`src/rtl/instr_fetch_unit.sv`:
```
// instr_fetch_unit: IF stage holding the PC, driving a synchronous ROM, squashing on redirect and honouring stall
module instr_fetch_unit #(
    parameter int                ADDR_W   = 8,
    parameter int                INSTR_W  = 16,
    parameter logic [ADDR_W-1:0] RESET_PC = '0,
    parameter int                CNT_W    = 16
) (
    input  logic               clk,
    input  logic               rst,
    input  logic               stall,
    input  logic               redirect,
    input  logic [ADDR_W-1:0]  redirect_pc,
    output logic [ADDR_W-1:0]  imem_addr,
    input  logic [INSTR_W-1:0] imem_rdata,
    output logic [INSTR_W-1:0] if_instr,
    output logic [4:0]         if_opcode,
    output logic [ADDR_W-1:0]  if_pc,
    output logic               if_valid,
    output logic [CNT_W-1:0]   bubble_cnt
);
    logic [ADDR_W-1:0] pc;
    logic [ADDR_W-1:0] req_pc;
    logic              req_valid;
    logic              bubble;

    assign imem_addr = stall ? req_pc : pc;
    assign if_opcode = if_instr[INSTR_W-1 -: 5];
    assign bubble    = redirect || (!stall && !req_valid);

    // PC, outstanding ROM request and IF/ID register; redirect beats stall beats normal flow
    always_ff @(posedge clk or posedge rst) begin
        if (rst) begin
            pc        <= RESET_PC;
            req_pc    <= RESET_PC;
            req_valid <= 1'b0;
            if_instr  <= '0;
            if_pc     <= '0;
            if_valid  <= 1'b0;
        end else if (redirect) begin
            pc        <= redirect_pc;
            req_pc    <= pc;
            req_valid <= 1'b0;
            if_instr  <= '0;
            if_pc     <= req_pc;
            if_valid  <= 1'b0;
        end else if (!stall) begin
            pc        <= pc + ADDR_W'(1);
            req_pc    <= pc;
            req_valid <= 1'b1;
            if_instr  <= req_valid ? imem_rdata : '0;
            if_pc     <= req_pc;
            if_valid  <= req_valid;
        end
    end

    // saturating count of bubbles loaded into the IF/ID register
    always_ff @(posedge clk or posedge rst) begin
        if (rst)
            bubble_cnt <= '0;
        else if (bubble && bubble_cnt != '1)
            bubble_cnt <= bubble_cnt + CNT_W'(1);
    end
endmodule
```
`config.mk`:
```
export PLATFORM = sky130hd
export DESIGN_NAME = instr_fetch_unit
export DESIGN_NICKNAME = d
export VERILOG_FILES = /design/src/rtl/instr_fetch_unit.sv
export SDC_FILE = /design/constraint.sdc
export NUM_CORES = 1
export LEC_CHECK = 0
export CAP_MARGIN = 20
export CORE_UTILIZATION = 38
export DETAILED_ROUTE_END_ITERATION = 7
export PLACE_DENSITY = 0.72
export REMOVE_ABC_BUFFERS = 1
export SYNTH_ARGS = -nofsm -noshare
export SYNTH_HDL_FRONTEND = slang
export SYNTH_SLANG_ARGS = --single-unit
```
`constraint.sdc`:
```
create_clock -name clk -period 2.35 [get_ports clk]
set_input_delay 0.5875 -clock clk [delete_from_list [all_inputs] [get_ports clk]]
set_output_delay 0.5875 -clock clk [all_outputs]
set_load 0.01 [all_outputs]
```
# ---- Word level (Yosys, flattened, before mapping)
# Cells that the tools add are included.
dict set report word_totals {
  wordCells 29
  out_inout_bits 54
  inputBits 28
  register_bits 58
}
dict set report op_classes {
  eq_ne 2
  muxes 13
  add_sub_neg 2
  n_reduce_logical 5
}
# op n
set ops {}
lappend ops {{$mux 16} 3}
lappend ops {{$mux 8} 6}
lappend ops {{$add 16x1->16 const B} 1}
lappend ops {{$ne 16x16->1 const B} 1}
lappend ops {{$add 8x1->8 const B} 1}
lappend ops {{$mux 1} 4}
lappend ops {{$logic_and 1x1->1} 2}
lappend ops {{$logic_not 1->1} 2}
lappend ops {{$ne 2x1->1 const B} 1}
lappend ops {{$logic_or 1x1->1} 1}

# ---- Logic depth before layout (Yosys ltp)
# Gate-level depths: netlist of the first run.
dict set report depth {
  depth_word 4
  depth_mapped 5
  depth_no_buf 5
}

# ---- Least setup slack after synthesis of the first run
# No wires, ideal clock.
dict set report synth_timing {
  path_type {input-to-reg}
  start {input port stall}
  end {register bubble_cnt[15]}
  arrival_time_ns 1.969
  setup_slack_ns 0.253
  path_buffers 1
  stages 5
  t_required_ns 2.222
  setup_ns 0.128
  path_cell_list {buf_6 o21ba_4 or4_4 nor3_2 mux2_1}
}
dict set report synth_between {
  elab_chain_cells 4
}
# item line
set synth_rtl {}
lappend synth_rtl {{start: declaration} 10} ;# input logic stall,
lappend synth_rtl {{$logic_not 1->1} --}
lappend synth_rtl {{$logic_and 1x1->1} 28} ;# assign bubble = redirect || (!stall && !req_valid);
lappend synth_rtl {{$logic_or 1x1->1} 28}
lappend synth_rtl {{$logic_and 1x1->1} 60} ;# else if (bubble && bubble_cnt != '1)
lappend synth_rtl {{end signal: assignment} 61} ;# bubble_cnt <= bubble_cnt + CNT_W'(1);
lappend synth_rtl {{end: declaration} 19} ;# output logic [CNT_W-1:0] bubble_cnt
# No other way between the ends.
# A chain may end at the register's enable or synchronous reset.

# ---- Worst setup path after layout of the first run
dict set report layout_timing {
  start {input port stall}
  end {output port imem_addr[4]}
}
dict set report layout_between {
  elab_chain_cells 1
}
# item line
set layout_rtl {}
lappend layout_rtl {{$mux 8} --}
lappend layout_rtl {{end: declaration} 13} ;# output logic [ADDR_W-1:0] imem_addr,
# No other way between the ends.

==> reports/qor.yml, run 1 <==
die_h_um: 84.5
cts.sinks: 58
cts_buffer_depth: 2
area_growth_pct: 44.7
grt_pass1_vias: 1932
hold_buffers: 0
cts_root_buffer: "clkbuf_8"
portBuffers: 81
violations: "design-rule violations"
gr-total-overflow: 0
cts_max_level: 3
path_max_fanout: 7
dpl_cell_area_sq_um: 3530
power_density_nw_per_um2: 834
r2r-start: "bubble_cnt[8]$_DFFE_PP0P_"
drv_slew: 0
synth_edf_count: 0
cp_data_required_time_ns: 1.76
drtIter0Drc: 83
postRouteAntennaNets: 0
die_x_um: 84.5
dieArea_sq_um: 7140
syn_area_per_cell_sq_um: 12.5
grt_max_degree: 59
coreArea_sq_um: 6460
hold_viol_final: 0
start_util_pct: 40.0
cts_tree: "built"
yosysTopAreaCell: "dfrtp_1"
endpoint_kind: "primary output"
status: "finished, violations left"
fin_area_sq_um: 3740
hold_ws_ns: 0.481
slew_headroom_pct: 71.8
wirelength_um: 5660
r2r_slack_ns: 0.50
cp.arrival_ns: 1.62
cts_buffers: 9
setup_violations: 0
criticalPathCategory: "in -> out"
via_count: 1946
hold_class: "reg -> reg"
num_antenna_cells: 0
synth.area.top_cells: "dfrtp_1, mux2_2, xor2_1"
synth_cells: 207
postCtsSetupBuffers: 0
fin_crit_sh_pct: 93.9
fmax_mhz: 453
drive_above_1_share_pct: 20.3
worstHoldStart: "if_valid$_DFFE_PP0P_"
rsz0062_at_grt: "false"
rows: 29
synth-main-ff-cell: "dfrtp_1"
clock_skew_ns: 0.00591
r2r_end: "bubble_cnt[15]$_DFFE_PP0P_"
nets: 326
hold_depth: 1
grtUsageTotal_pct: 17.5
num_io_pins: 82
min_to: "if_valid$_DFFE_PP0P_"
async_flop_share_pct: 100
drt-vias-per-instance: 5.15
period_needed_ns: 2.21
routabilityCongestion: 0.852
grt_pass1_wl_um: 9670
clk_pin_slew_ns: 0.07
drv_cap: 0
ys_ff_latch: 58
ys_types: 34
antenna_found_initial: 0
worst-r2r-cell-count: 4
yosys_warnings: 0
synth_top_area_share_pct: 56.1
leakage_nw: 1.62
clkLatencyLatePin_ns: 0.33
synth_area_sq_um: 2580
seq_area_frac_synth_pct: 56.1
drt_first_pass_iters: 8
dp_hpwl_um: 3960
worstMarginPinSlew_ns: 0.419
start_kind: "input pin"
drc: 6
peakVddDrop_v: 0.000852
wire_per_inst_um: 15.0
through the flow:
stage	cells	power [mW]	TNS (ns)	util (%)	setup slack (ns)
global placement	362	2.13	-3.10	54.6	-0.309
global route	378	3.29	0	57.9	0.0972
finish	378	3.12	0	57.9	0.143
CTS	378	3.15	0	57.9	0.133
detailed placement	362	2.14	-3.17	54.6	-0.302
floorplan	193	1.69	-1.36	-	-0.0850
synth_stat cells, types with 2 or more instances:
library cell   n
a22o_1        16
dfrtp_1       58
nor2b_1        3
nor4_1         5
buf_4          5
nor2_1         3
clkbuf_1       7
nand4_1        4
xor2_1        18
ha_1           2
inv_1          4
a21o_1         2
nor3_1         7
xnor2_1        3
o21ai_0        7
nand2_1       12
nand3_1       10
mux2_2        25
flip-flops by register name (all words and copies together) (netlist names):
| name | cells |
|---|---|
| if_pc | 8 |
| req_pc | 8 |
| if_instr | 16 |
| req_valid | 1 |
| bubble_cnt | 16 |
| if_valid | 1 |
| pc | 8 |
cells in the final DEF, fill, tap and decap left out, types with 3 or more instances in the layout:
cell type        synthesis  final
clkdlybuf4s50_1          0     72
a22o_1                  16     16
nand2_1                 12     12
dlygate4sd2_1            0      9
o21ai_0                  7      7
dfrtp_1                 58     58
inv_1                    4      3
buf_4                    5      8
clkbuf_8                 0     10
nor4_1                   5      5
nand3_1                 10     10
mux2_2                  25     25
nor2_1                   3      3
xnor2_1                  3      3
nand4_1                  4      4
nor3_1                   7      6
xor2_1                  18     18
how the worst max path moves through the flow:
stage,from,endpoint,slack (ns),cells past startpoint
2_1_floorplan,stall,if_pc[0]$_DFFE_PP0P_,-0.09,2
3_5_place_dp,stall,imem_addr[4],-0.30,4
4_1_cts,stall,imem_addr[4],0.13,4
6_report,stall,imem_addr[4],0.14,4
3_3_place_gp,stall,imem_addr[4],-0.31,4
5_1_grt,stall,imem_addr[4],0.1,4
per-layer routing:
layer  track usage [%]  vias up  wire length (um)
li1                  -      912                 -
met1              22.0      966              2460
met2              28.4       60              2770
met3              6.98        8               377
met4              4.47        0                61
met5                 0        -                 0
where the power goes:
part           total, mW  leakage, nW  switching (mW)  internal, mW
clock network       1.01        0.109           0.390         0.622
logic              0.771        0.791           0.321         0.450
registers           1.34        0.719           0.179          1.16
kinds of logic (layout without fill, tap and decap cells):
logic type               Yosys count  in the layout  share of synthesized area (%)
AO/OA/AOI/OAI                     27             27                           8.18
XOR/XNOR                          21             21                           7.12
adder cells (fa/ha/maj)            2              2                          0.968
buffers and inverters             18            112                           3.68
flip-flops                        58             58                           56.1
multiplexers                      27             27                           11.7
AND/OR/NAND/NOR                   54             54                           12.2
cell type report:
cell class / count / area [sq um]
fill: 574 / 2720
sequential: 58 / 1450
inverter: 4 / 15.0
multi-input combinational: 131 / 1050
timing repair buffer: 92 / 911
tap: 77 / 96.3
clock inverter: 5 / 77.6
clock buffer: 11 / 141
critical path, cell delays in order:
cell and delay, ns:
dlygate4sd2_1 0.24, buf_4 0.17, mux2_2 0.33, dlygate4sd2_1 0.30
repair_timing:
item	CTS	global route
setup endpoints to repair	8	0
hold endpoints to repair	0	0
gates resized for setup	11	0
No activity file was read; power rests on OpenSTA's default activity.
==> run 2: changes to the inputs <==
--- a/config.mk
+++ b/config.mk
@@ -10,6 +10,8 @@
 export DETAILED_ROUTE_END_ITERATION = 7
 export PLACE_DENSITY = 0.72
 export REMOVE_ABC_BUFFERS = 1
+export SKIP_CTS_REPAIR_TIMING = 1
+export SLEW_MARGIN = 30
 export SYNTH_ARGS = -nofsm -noshare
 export SYNTH_HDL_FRONTEND = slang
 export SYNTH_SLANG_ARGS = --single-unit
==> reports/qor.yml, run 2 (same netlist as run 1, synthesis figures left out) <==
grt_pass1_vias: 1937  # was 1,932
hold_depth: 1  # unchanged
cts_buffers: 9  # unchanged
cts_buffer_depth: 2  # unchanged
period_needed_ns: 2.24  # was 2.21 ns
crit_slowest_cell: "clkdlybuf4s50_1"  # was mux2_2
peakVddDrop_v: 0.000851  # was 0.000852 V
start_util_pct: 40.0  # unchanged
path_max_fanout: 7  # unchanged
die_x_um: 84.5  # unchanged
start_kind: "input pin"  # unchanged
r2r_end: "bubble_cnt[15]$_DFFE_PP0P_"  # unchanged
drt_first_pass_iters: 8  # unchanged
drc: 6  # unchanged
wirelength_um: 5680  # was 5660 um
worstHoldStart: "if_valid$_DFFE_PP0P_"  # unchanged
grt_pass1_wl_um: 9670  # unchanged
gr-total-overflow: 0  # unchanged
coreArea_sq_um: 6460  # unchanged
grt_max_degree: 59  # unchanged
final_cell_mix: "clkdlybuf4s50_1, dfrtp_1, mux2_2"  # unchanged
cp_data_required_time_ns: 1.76  # about the same
dieArea_sq_um: 7140  # unchanged
r2r_slack_ns: 0.49  # was 0.50 ns
via_count: 1965  # was 1,946
worstMarginPinSlew_ns: 0.417  # was 0.419 ns
cts_root_buffer: "clkbuf_8"  # unchanged
wire_per_inst_um: 15.0  # about the same
drive_above_1_share_pct: 20.3  # unchanged
antenna_found_initial: 0  # unchanged
clk_pin_slew_ns: 0.07  # about the same
leakage_nw: 1.69  # was 1.62 nW
totalPowerFinal_mw: 3.13  # was 3.12 mW
r2r-start: "bubble_cnt[8]$_DFFE_PP0P_"  # unchanged
num_io_pins: 82  # unchanged
power_density_nw_per_um2: 830  # was 834 nW/um^2
portBuffers: 81  # unchanged
fmax_mhz: 446  # was 453 MHz
route.met2.wl_um: 2770  # about the same
cp.arrival_ns: 1.65  # was 1.62 ns
drt-vias-per-instance: 5.20  # was 5.15
clkLatencyLatePin_ns: 0.33  # about the same
slew_headroom_pct: 72.0  # was 71.8%
worstPathCellList: "dlymetal6s2s_1 > buf_4 > nor2b_2 > a21o_1 > clkdlybuf4s50_1"  # was dlygate4sd2_1 > buf_4 > mux2_2 > dlygate4sd2_1
reg.largest.list: "bubble_cnt: 16 flops, if_instr: 16 flops"  # unchanged
hold_viol_final: 0  # unchanged
cts_max_level: 3  # unchanged
area_growth_pct: 45.9  # was 44.7%
dp_cells: 362  # unchanged
layout_commonest_cell: "clkdlybuf4s50_1"  # unchanged
violations: "design-rule violations"  # unchanged
fin_crit_sh_pct: 95.3  # was 93.9%
min_to: "if_valid$_DFFE_PP0P_"  # unchanged
clock_skew_ns: 0.00601  # was 0.00591 ns
drv_cap: 0  # unchanged
die_h_um: 84.5  # unchanged
wl_met1_um: 2450  # was 2460 um
status: "finished, violations left"  # unchanged
drtIter0Drc: 91  # was 83
dp_hpwl_um: 3960  # unchanged
tns_ns: 0  # unchanged
criticalPathCategory: "in -> out"  # unchanged
layout.cells.non_filler: 378  # unchanged
postRouteAntennaNets: 0  # unchanged
cts.sinks: 58  # unchanged
nets: 326  # unchanged
setup_violations: 0  # unchanged
rsz0062_at_grt: "false"  # unchanged
num_antenna_cells: 0  # unchanged
max_stage_delay_ns: 0.52  # was 0.33 ns
rows: 29  # unchanged
fin_area_sq_um: 3770  # was 3740 sq um
dpl_cell_area_sq_um: 3530  # unchanged
cts_tree: "built"  # unchanged
endpoint_kind: "primary output"  # unchanged
routabilityCongestion: 0.852  # unchanged
grtUsageTotal_pct: 17.5  # unchanged
hold_class: "reg -> reg"  # unchanged
wl_met3_um: 406  # was 377 um
drv_slew: 0  # unchanged
highest_layer: "met4"  # unchanged
worst-r2r-cell-count: 4  # unchanged
==> run 2: area by class of cell <==
class / count / area, sq um
Fill cell: 565 / 2690
Sequential cell: 58 / 1450
Multi-Input combinational cell: 131 / 1050
Timing Repair Buffer: 92 / 942
Clock buffer: 11 / 141
Tap cell: 77 / 96.3
Clock inverter: 5 / 77.6
Inverter: 4 / 15.0
==> run 2: where the power goes <==
group | internal (mW) | switching [mW] | leakage, nW
Combinational | 0.460 | 0.322 | 0.858
Sequential | 1.16 | 0.179 | 0.719
Clock | 0.622 | 0.390 | 0.109
Total | 2.24 | 0.891 | 1.69
==> run 2: critical path: cells and delay by family <==
| kind | cells | cell delay (ns) |
|---|---|---|
| buf+inv | 3 | 0.83 |
| simple gates | 1 | 0.13 |
| compound gates | 1 | 0.10 |
==> run 2: metal layers <==
| metal | global-route usage [%] | up-vias |
|---|---|---|
| met1 | 22.0 | 976 |
| met5 | 0 | - |
| met4 | 4.47 | 0 |
| li1 | - | 914 |
| met2 | 28.5 | 67 |
| met3 | 6.98 | 8 |
==> run 2: how the worst max path moves through the flow <==
stage               startpoint                   end  slack (ns)  cells after the start
floorplan                stall  if_pc[0]$_DFFE_PP0P_       -0.09                      2
global placement         stall          imem_addr[4]       -0.31                      4
detailed placement       stall          imem_addr[4]       -0.30                      4
CTS                      stall          imem_addr[4]       -0.32                      4
global route             stall          imem_addr[2]        0.07                      5
finish                   stall          imem_addr[2]        0.11                      5
==> run 2: per-stage QoR <==
step / hold WS, ns / util [%] / worst slack (ns)
2_1_floorplan: 0.492 / - / -0.0850
3_3_place_gp: 0.459 / 54.6 / -0.309
3_5_place_dp: 0.469 / 54.6 / -0.302
4_1_cts: 0.484 / 58.0 / -0.318
5_1_grt: 0.505 / 58.4 / 0.0699
6_report: 0.482 / 58.4 / 0.110
==> run 3: changes to the inputs <==
--- a/config.mk
+++ b/config.mk
@@ -5,6 +5,7 @@
 export SDC_FILE = /design/constraint.sdc
 export NUM_CORES = 1
 export LEC_CHECK = 0
+export ABC_CLOCK_PERIOD_IN_PS = 2350
 export CAP_MARGIN = 20
 export CORE_UTILIZATION = 38
 export DETAILED_ROUTE_END_ITERATION = 7
==> results of run 3 <==
Same layout as run 2: the final DEF is identical, and so are final timing and power.
